File: config.mk
export PLATFORM = sky130hd
export DESIGN_NAME = rf_dump
export DESIGN_NICKNAME = d
export VERILOG_FILES = /design/src/rtl/rf_dump_pkg.sv /design/src/rtl/rf_dump_sw_edge_det.sv /design/src/rtl/rf_dump.sv
export SDC_FILE = /design/constraint.sdc
export NUM_CORES = 1
export LEC_CHECK = 0
export CORE_ASPECT_RATIO = 0.9
export CORE_MARGIN = 4
export CORE_UTILIZATION = 35
export CTS_CLUSTER_SIZE = 30
export DETAILED_ROUTE_END_ITERATION = 10
export HOLD_SLACK_MARGIN = 0.15
export MAX_ROUTING_LAYER = met4
export PLACE_DENSITY = 0.73
export SYNTH_ARGS = -nofsm -noshare
export SYNTH_HDL_FRONTEND = slang
export SYNTH_SLANG_ARGS = --single-unit
File: constraint.sdc
create_clock -name clk -period 4.4 [get_ports clk]
set_input_delay 0.66 -clock clk [delete_from_list [all_inputs] [get_ports clk]]
set_output_delay 0.66 -clock clk [all_outputs]
set_load 0.02 [all_outputs]
File: src/rtl/rf_dump_pkg.sv
// Purpose: shared types and constants for the register-file dump viewer.
// Latency: n/a (package only).
// Backpressure: n/a (package only).
//
// Contents: FSM state enum, default scan depth, switch bit positions,
// fixed port widths and the wrapping index-advance helper.
package rf_dump_pkg;

  typedef enum logic [1:0] {
    IDLE    = 2'd0,
    FETCH   = 2'd1,
    CAPTURE = 2'd2,
    HOLD    = 2'd3
  } state_t;

  localparam int RF_DEPTH_DEF = 32;

  // Board switch bit positions within sw_i.
  localparam int DBG_SW   = 1;
  localparam int PAUSE_SW = 2;
  localparam int STEP_SW  = 3;

  localparam int IDX_W  = 5;
  localparam int DATA_W = 32;
  localparam int SW_W   = 16;

  // Next scan index, wrapping from depth-1 back to 0.
  function automatic logic [IDX_W-1:0] next_index(input logic [IDX_W-1:0] idx,
                                                   input int               depth);
    if (int'(idx) >= depth - 1) begin
      return '0;
    end
    return idx + 1'b1;
  endfunction

endpackage

File: src/rtl/rf_dump_sw_edge_det.sv
// Purpose: two-flop synchronizer plus rising-edge detector for a slow switch.
// Latency: rise asserts in the second cycle after din rises (synchronizer depth).
// Backpressure: none; rise is a single-cycle pulse per rising edge of din.
//
// Ports:
//   clk  - rising-edge clock
//   rstn - asynchronous active-low reset, clears all three flops
//   din  - asynchronous switch input
//   rise - one-cycle pulse on each synchronized 0->1 transition of din
module sw_edge_det (
  input  logic clk,
  input  logic rstn,
  input  logic din,
  output logic rise
);

  logic sync1;
  logic sync2;
  logic last;

  always_ff @(posedge clk or negedge rstn) begin
    if (!rstn) begin
      sync1 <= 1'b0;
      sync2 <= 1'b0;
      last  <= 1'b0;
    end else begin
      sync1 <= din;
      sync2 <= sync1;
      last  <= sync2;
    end
  end

  // Driven purely from flops, so the pulse is glitch-free.
  assign rise = sync2 & ~last;

endmodule

File: src/rtl/rf_dump.sv
// Purpose: debug viewer that walks a register file and shows one entry at a time.
// Latency: 2 cycles from leaving HOLD to the dump_valid pulse; hold lasts TICK_DIV+1 cycles.
// Backpressure: none; sw_i[2] freezes the hold timer, sw_i[3] rising edge steps immediately.
//
// Build option: define RF_DUMP_SKIP_ZERO_EN to skip zero-valued entries
// (no pulse, no display update, straight on to the next index).
//
// Ports:
//   clk        - rising-edge clock
//   rstn       - asynchronous active-low reset
//   sw_i       - board switches: [1] debug/dump mode, [2] pause, [3] single step
//   rf_addr    - register-file read address (equals scan index, 0 in IDLE)
//   rf_data    - combinational register-file read data for rf_addr
//   disp_addr  - index of the register currently displayed
//   disp_data  - captured value of register disp_addr
//   dump_valid - one-cycle pulse when disp_addr/disp_data update
//   dump_busy  - high whenever the FSM is outside IDLE
module rf_dump
  import rf_dump_pkg::*;
#(
  parameter int TICK_DIV = 50_000_000,
  parameter int RF_DEPTH = RF_DEPTH_DEF
) (
  input  logic              clk,
  input  logic              rstn,
  input  logic [SW_W-1:0]   sw_i,
  output logic [IDX_W-1:0]  rf_addr,
  input  logic [DATA_W-1:0] rf_data,
  output logic [IDX_W-1:0]  disp_addr,
  output logic [DATA_W-1:0] disp_data,
  output logic              dump_valid,
  output logic              dump_busy
);

  localparam int               CNT_W    = (TICK_DIV > 1) ? $clog2(TICK_DIV) : 1;
  localparam logic [CNT_W-1:0] CNT_LAST = CNT_W'(TICK_DIV - 1);

  state_t           state;
  logic [IDX_W-1:0] idx;
  logic [IDX_W-1:0] idx_next;
  logic [CNT_W-1:0] tick_cnt;
  logic             tick_done;
  logic             step;
  logic             dbg;
  logic             pause;
  logic             capture_skip;
  logic             unused_sw;

  assign dbg      = sw_i[DBG_SW];
  assign pause    = sw_i[PAUSE_SW];
  assign idx_next = next_index(idx, RF_DEPTH);

  // Remaining switches are board inputs this block does not use.
  assign unused_sw = ^{sw_i[SW_W-1:STEP_SW+1], sw_i[0]};

  sw_edge_det u_step_det (
    .clk  (clk),
    .rstn (rstn),
    .din  (sw_i[STEP_SW]),
    .rise (step)
  );

`ifdef RF_DUMP_SKIP_ZERO_EN
  assign capture_skip = (rf_data == '0);
`else
  assign capture_skip = 1'b0;
`endif

  // Single FSM with registered outputs. The terminal count is latched into
  // tick_done so the HOLD exit decision comes straight from a flop; the
  // counter itself never exceeds TICK_DIV-1.
  always_ff @(posedge clk or negedge rstn) begin
    if (!rstn) begin
      state      <= IDLE;
      idx        <= '0;
      rf_addr    <= '0;
      tick_cnt   <= '0;
      tick_done  <= 1'b0;
      disp_addr  <= '0;
      disp_data  <= '0;
      dump_valid <= 1'b0;
      dump_busy  <= 1'b0;
    end else begin
      dump_valid <= 1'b0;
      if (!dbg) begin
        // Leaving debug mode abandons the scan; the display keeps its value.
        state     <= IDLE;
        idx       <= '0;
        rf_addr   <= '0;
        tick_cnt  <= '0;
        tick_done <= 1'b0;
        dump_busy <= 1'b0;
      end else begin
        case (state)
          IDLE: begin
            state     <= FETCH;
            idx       <= '0;
            rf_addr   <= '0;
            dump_busy <= 1'b1;
          end

          FETCH: begin
            // rf_addr already equals idx; give the read port one cycle.
            state <= CAPTURE;
          end

          CAPTURE: begin
            if (capture_skip) begin
              idx     <= idx_next;
              rf_addr <= idx_next;
              state   <= FETCH;
            end else begin
              disp_data  <= rf_data;
              disp_addr  <= idx;
              dump_valid <= 1'b1;
              tick_cnt   <= '0;
              tick_done  <= 1'b0;
              state      <= HOLD;
            end
          end

          HOLD: begin
            // A step edge advances even while paused.
            if (step || (!pause && tick_done)) begin
              idx     <= idx_next;
              rf_addr <= idx_next;
              state   <= FETCH;
            end else if (!pause) begin
              if (tick_cnt == CNT_LAST) begin
                tick_done <= 1'b1;
              end else begin
                tick_cnt <= tick_cnt + 1'b1;
              end
            end
          end

          default: begin
            state <= IDLE;
          end
        endcase
      end
    end
  end

endmodule

==> qor.csv, run 1 <==
metric,value,unit
ys_seq_area_share,53.7,%
cts_setup_buffers,0,
synth_cells,313,
finalSetupTns,0,ps
synth_fa_ha_area_share,2.47,%
htree_levels,3,
via_per_inst,5.40,
final_util,48.5,%
min_period_over_period,66.9,%
p_leak,2.01,nW
cts-root-buf,clkbuf_16,
grt_pass1_vias,2890,
clkTransAtPathRegs,60,ps
comb_power_share,32.6,%
fp.dieW,114,µm
cp.required,4610,ps
max_cap_violations,0,
synth_compound_area_share,13.3,%
max_freq,340,MHz
clkSinkCount,76,
fin_area,4740,µm²
period_needed,2940,ps
gp_congestion,0.835,
worstHoldEndpoint,u_step_det.last$_DFF_PN0_,
cp.arrival,3150,ps
wl_per_cell,16.3,µm
synth_ff_type,dfrtp_1,
tightest_slew,1060,ps
synth-async-reset-ratio,100,%
fp.dieH,103,µm
reg2reg_to,tick_cnt[22]$_DFFE_PN0P_,
initial_core_util,36.2,%
slew-limit-headroom,29.2,%
total_power,2.48,mW
track_usage,15.7,%
peakVddDrop,0.302,mV
power.density,523,nW/µm²
switchingPower,744,µW
finClkSkew,5.36,ps
worstHoldPathCells,0,
dpl_cell_area,4450,µm²
outcome,finished clean,
synth_xor_xnor_area_share,0,%
area_growth,33.8,%
seq_power_share,38.0,%
clock_latency,330,ps
hold_path.class,flip-flop to flip-flop,
p_clk_share,29.4,%
yosysUniqueCellTypes,45,
ys_ff_latch,76,
grt_first_pass_wirelength,14200,µm
hold_viol,0,
ys_warn_count,0,
cts-buffers-inserted,9,
fin_cells,525,
worstSetupPathType,flip-flop to flip-flop,
io_buffer_count,80,
core,9780,µm²
crit_path_max_fanout,29,
postRouteAntennaNets,0,
drtIter0Drc,208,
syn-cell-area,3540,µm²
cp-start-kind,flip-flop,
nNetsFinal,451,
drcViolationCount,0,
slew_viol_final,0,
syn_nets,370,
via_count,2834,
yosysTopAreaCell,dfrtp_1,
ctsResizeCount,0,
synthSimpleGateAreaFrac,15.5,%
ioPinCount,94,
grt_max_degree,77,
r2r_slack,1460,ps
clock_path_buffers,2,
dp.cells,509,
setup_viol,0,
grt_overflow_total,0,
rr_worst_depth,5,
diodes,0,
first_pass_iters,4,
avgSynthCellArea,11.3,µm²
crit_path_start,tick_cnt[8]$_DFFE_PN0P_,
antenna_found_initial,0,
synth.area.mux_share,12.1,%
end_kind,flip-flop,
post-dp-hpwl,6030,µm
routed_wirelength,8530,µm
p_sw_share,30.0,%
postCtsHoldBufs,0,
cts_tree,done,
synth_top_family_by_area,simple AND/OR/NAND/NOR gates,
synth_top_area_share,53.7,%
dieArea,11800,µm²
synth_area_leaders,"dfrtp_1, mux2_2, a31oi_1",
worstHoldStart,u_step_det.sync2$_DFF_PN0_,
internal-power,1.73,mW
rsz0062_at_grt,no,
synth-edff-count,0,
rows,34,
drive_gt1_share,15.0,%
r2r_start,tick_cnt[8]$_DFFE_PN0P_,
## worst max-delay path, stage by stage, from the launching register on
cell and delay, ps:
dfrtp_1 460, or4b_1 540, or4_4 560, o31a_1 650, and3_1 330, a221o_1 270
## through the flow
| step | setup WS, ps | hold slack (ps) |
|---|---|---|
| 6_report | 1460 | 363 |
| 5_1_grt | 1260 | 367 |
| 4_1_cts | 1460 | 368 |
| 3_5_place_dp | 1220 | 354 |
| 3_3_place_gp | 1280 | 333 |
| 2_1_floorplan | 1940 | 331 |
## cells in the final DEF (no fill, tap or decap), types with 8 or more instances in the layout
cell | netlist | layout
a31oi_1 | 18 | 18
o21ai_0 | 13 | 13
mux2_2 | 38 | 38
nand3_1 | 14 | 14
a21oi_1 | 12 | 12
nor2_1 | 11 | 11
inv_1 | 8 | 8
clkdlybuf4s50_1 | 0 | 79
clkbuf_16 | 0 | 9
and3_1 | 10 | 10
dfrtp_1 | 76 | 76
nand2_1 | 27 | 27
## cell families (layout without fill, tap and decap cells)
group | count (synthesis) | after routing
AND/OR/NAND/NOR | 101 | 101
flip-flops | 76 | 76
AO/OA/AOI/OAI | 70 | 70
multiplexers | 38 | 38
buffers and inverters | 21 | 107
adder cells (fa/ha/maj) | 7 | 7
## layout make-up
cell class	count	area, µm²
clock inverters	4	48.8
flip-flops and latches	76	1900
multi-input cells	216	1540
clock buffers	12	246
fillers	882	5040
well taps	126	158
repair buffers	83	821
inverters	8	30.0
## per-layer routing
layer	GRT usage, %	vias up	part of all wire (%)
li1	-	1334	-
met1	18.5	1406	43
met2	26.0	78	50
met3	4.25	16	4.9
met4	5.66	0	2.3
met5	-	-	0
## flip-flops by register name (all words and copies together), names as in the netlist
register,count
state,2
idx,5
tick_done,1
u_step_det.sync1,1
disp_addr,5
u_step_det.sync2,1
dump_valid,1
disp_data,32
dump_busy,1
u_step_det.last,1
tick_cnt,26
## worst max-delay path by stage
stage	to	slack, ps
after floorplan	tick_cnt[24]$_DFFE_PN0P_	1940
after global placement	tick_cnt[19]$_DFFE_PN0P_	1280
after detailed placement	tick_cnt[25]$_DFFE_PN0P_	1220
after CTS	tick_cnt[22]$_DFFE_PN0P_	1460
after global routing	tick_cnt[25]$_DFFE_PN0P_	1260
final	tick_cnt[22]$_DFFE_PN0P_	1460
## cells in the mapped netlist (3+ instances only)
master	instances
buf_2	3
nor4_1	6
clkbuf_1	7
and3_1	10
nand4_1	4
mux2_2	38
nor3_1	4
o21ai_0	13
dfrtp_1	76
a31oi_1	18
nand3_1	14
inv_1	8
nor2b_1	4
a21oi_1	12
nand2_1	27
and4_1	5
nand2b_1	3
ha_1	7
nor2_1	11
buf_6	3
and2_1	3
a41oi_1	5
## power groups by stage
stage               clock, mW  combinational (mW)  sequential, mW
global route            0.774               0.854           0.958
finish                  0.729               0.808           0.941
global placement            0               0.802           0.941
detailed placement          0               0.818           0.955
CTS                     0.742               0.822           0.943
floorplan                   0               0.205            1.14
Power figures use the tool's default switching activity.
==> run 2, diff against run 1 <==
--- a/config.mk
+++ b/config.mk
@@ -12,7 +12,7 @@
 export DETAILED_ROUTE_END_ITERATION = 10
 export HOLD_SLACK_MARGIN = 0.15
 export MAX_ROUTING_LAYER = met4
-export PLACE_DENSITY = 0.73
+export PLACE_DENSITY = 0.75
 export SYNTH_ARGS = -nofsm -noshare
 export SYNTH_HDL_FRONTEND = slang
 export SYNTH_SLANG_ARGS = --single-unit
==> constraint.sdc (replaced) <==
create_clock -name clk -period 2.5 [get_ports clk]
set_input_delay 0.375 -clock clk [delete_from_list [all_inputs] [get_ports clk]]
set_output_delay 0.375 -clock clk [all_outputs]
set_load 0.02 [all_outputs]
==> run 2 against run 1 <==
Against the previous run: die area unchanged; wire length increased by 1.5%; setup slack got worse by 1400 ps; worst hold slack got worse by 190 ps; final cell count increased by 3.8%; sequential cell count unchanged; largest cell class unchanged; largest power group unchanged.
==> qor.csv, run 2 (same netlist as run 1, synthesis figures left out) <==
metric,value,unit,change
hold_viol,0,,unchanged
fillCellCount,846,,-4.1%
drcViolationCount,0,,unchanged
rsz0062_at_grt,no,,
ioPinCount,94,,unchanged
max_cap_violations,0,,unchanged
p_clk_share,33.7,%,+4.3 points
via_per_inst,5.26,,-2.5%
hold_slack,168,ps,-195 ps
fin_area,5020,µm²,+5.8%
reg2reg_to,tick_cnt[24]$_DFFE_PN0P_,,
comb_power_share,30.9,%,-1.7 points
place_ws,-89.3,ps,-1310 ps
rr_worst_depth,5,,unchanged
clock_latency,330,ps,about the same
cts_tree,done,,
postRouteAntennaNets,0,,unchanged
grt_overflow_total,0,,unchanged
finalSetupTns,0,ps,unchanged
power.density,935,nW/µm²,+79%
dieArea,11800,µm²,unchanged
cts-buffers-inserted,9,,unchanged
final_util,51.3,%,+2.8 points
tightest_slew,930,ps,-129 ps
io_buffer_count,80,,unchanged
initial_core_util,36.2,%,unchanged
first_pass_iters,5,,+1
fp.dieH,103,µm,unchanged
peakVddDrop,0.685,mV,+130%
drtIter0Drc,183,,-12%
slew-limit-headroom,38.0,%,+8.8 points
routed_wirelength,8660,µm,+1.5%
internal-power,3.35,mW,+93%
grt_max_degree,77,,unchanged
grt_first_pass_wirelength,14400,µm,+1.4%
seq_power_share,35.3,%,-2.7 points
postCtsHoldBufs,0,,unchanged
switchingPower,1.34,mW,+81%
finClkSkew,4.36,ps,-0.997 ps
cp.arrival,2640,ps,-510 ps
outcome,finished clean,,
dpl_cell_area,4620,µm²,+3.8%
slew_viol_final,0,,unchanged
layout_common_cells,"clkdlybuf4s50_1, dfrtp_1, mux2_2",,
drive_gt1_share,20.5,%,+5.5 points
diodes,0,,unchanged
p_sw_share,28.7,%,-1.4 points
r2r_start,tick_cnt[11]$_DFFE_PN0P_,,
period_needed,2420,ps,-526 ps
area_growth,41.6,%,
cp.required,2720,ps,-1890 ps
layout_commonest_cell,clkdlybuf4s50_1,,
fin_ws,81.2,ps,-1370 ps
crit_path_max_fanout,13,,-55%
cts-root-buf,clkbuf_16,,
clkSinkCount,76,,unchanged
nNetsFinal,472,,+4.7%
hold_path.class,input pin to async pin,,
grt_pass1_vias,2925,,+1.2%
gp_congestion,0.893,,+6.9%
core,9780,µm²,unchanged
wl_per_cell,15.9,µm,-2.2%
max_freq,413,MHz,+22%
setup_viol,0,,unchanged
clock_path_buffers,2,,unchanged
antenna_found_initial,0,,unchanged
htree_levels,3,,unchanged
largest_register_ffs,32,,unchanged
post-dp-hpwl,6150,µm,+2.0%
via_count,2867,,+1.2%
reg_top3,"disp_data x32, tick_cnt x26",,
min_period_over_period,96.8,%,+30 points
worstSetupPathType,flip-flop to flip-flop,,
cp-start-kind,flip-flop,,
end_kind,flip-flop,,
r2r_slack,80,ps,-1370 ps
rows,34,,unchanged
fp.dieW,114,µm,unchanged
clkTransAtPathRegs,60,ps,about the same
largest-register,disp_data,,
p_leak,2.16,nW,+7.4%
track_usage,15.9,%,+0.23 points
[run 2: cell types whose count changed in the layout (fill, tap and decap cells not counted), sizes merged]
cell and delta:
buf +21, clkbuf -3, bufinv +3, clkinv -1
[run 2: routing by layer]
metal	track usage, %	part of all wire [%]	vias up
met3	3.78	4.8	12
met4	5.11	1.6	0
met5	-	0	-
met2	26.6	52	82
met1	19.2	42	1403
li1	-	-	1370
[run 2: layout make-up]
class                   count  area (µm²)  area share, %
well taps                 126         158           3.14
flip-flops and latches     76        1900           37.9
inverters                   8        30.0          0.599
clock buffers               9         225           4.49
repair buffers            104         995           19.8
clock inverters             6         138           2.74
multi-input cells         216        1570           31.3
[run 2: power by group through the flow]
stage | clock (mW) | combinational, mW | sequential [mW]
floorplan | 0 | 0.361 | 2.00
global placement | 0 | 1.43 | 1.65
detailed placement | 0 | 1.46 | 1.68
CTS | 1.61 | 1.47 | 1.66
global route | 1.67 | 1.54 | 1.69
finish | 1.58 | 1.45 | 1.66
[run 2: critical path: stages, from the launching register on]
cell and delay, ps:
dfrtp_1 370, or4b_1 560, or4_4 550, o31a_4 370, and3_1 190, a211o_1 260
[run 2: through the flow]
stage / total power [mW] / cells
after floorplan: 2.36 / 313
after global placement: 3.08 / 530
after detailed placement: 3.13 / 530
after CTS: 4.74 / 545
after global routing: 4.90 / 545
final: 4.69 / 545
[run 2: repair_timing]
item                                    4_1_cts  5_1_grt
hold endpoints to repair                      0        0
buffers inserted                              0        0
endpoints found under the setup margin       18       24
gates resized for setup                       3        4
pin swaps                                     0        2
gates cloned                                  0        0
[run 2: worst max path at each step]
stage	start	cells past startpoint	slack [ps]	endpoint
CTS	tick_cnt[11]$_DFFE_PN0P_	5	4	tick_cnt[24]$_DFFE_PN0P_
global route	tick_cnt[11]$_DFFE_PN0P_	7	0.6	tick_cnt[5]$_DFFE_PN0P_
floorplan	tick_cnt[16]$_DFFE_PN0P_	6	40	tick_cnt[24]$_DFFE_PN0P_
global placement	tick_cnt[11]$_DFFE_PN0P_	5	-40	tick_cnt[24]$_DFFE_PN0P_
detailed placement	tick_cnt[11]$_DFFE_PN0P_	5	-90	tick_cnt[24]$_DFFE_PN0P_
finish	tick_cnt[11]$_DFFE_PN0P_	5	80	tick_cnt[24]$_DFFE_PN0P_
==> run 3, diff against run 2 <==
--- a/config.mk
+++ b/config.mk
@@ -10,6 +10,7 @@
 export CORE_UTILIZATION = 35
 export CTS_CLUSTER_SIZE = 30
 export DETAILED_ROUTE_END_ITERATION = 10
+export GPL_ROUTABILITY_DRIVEN = 0
 export HOLD_SLACK_MARGIN = 0.15
 export MAX_ROUTING_LAYER = met4
 export PLACE_DENSITY = 0.75
==> results of run 3 <==
No change in the layout: final DEF, timing and power equal those of run 2.
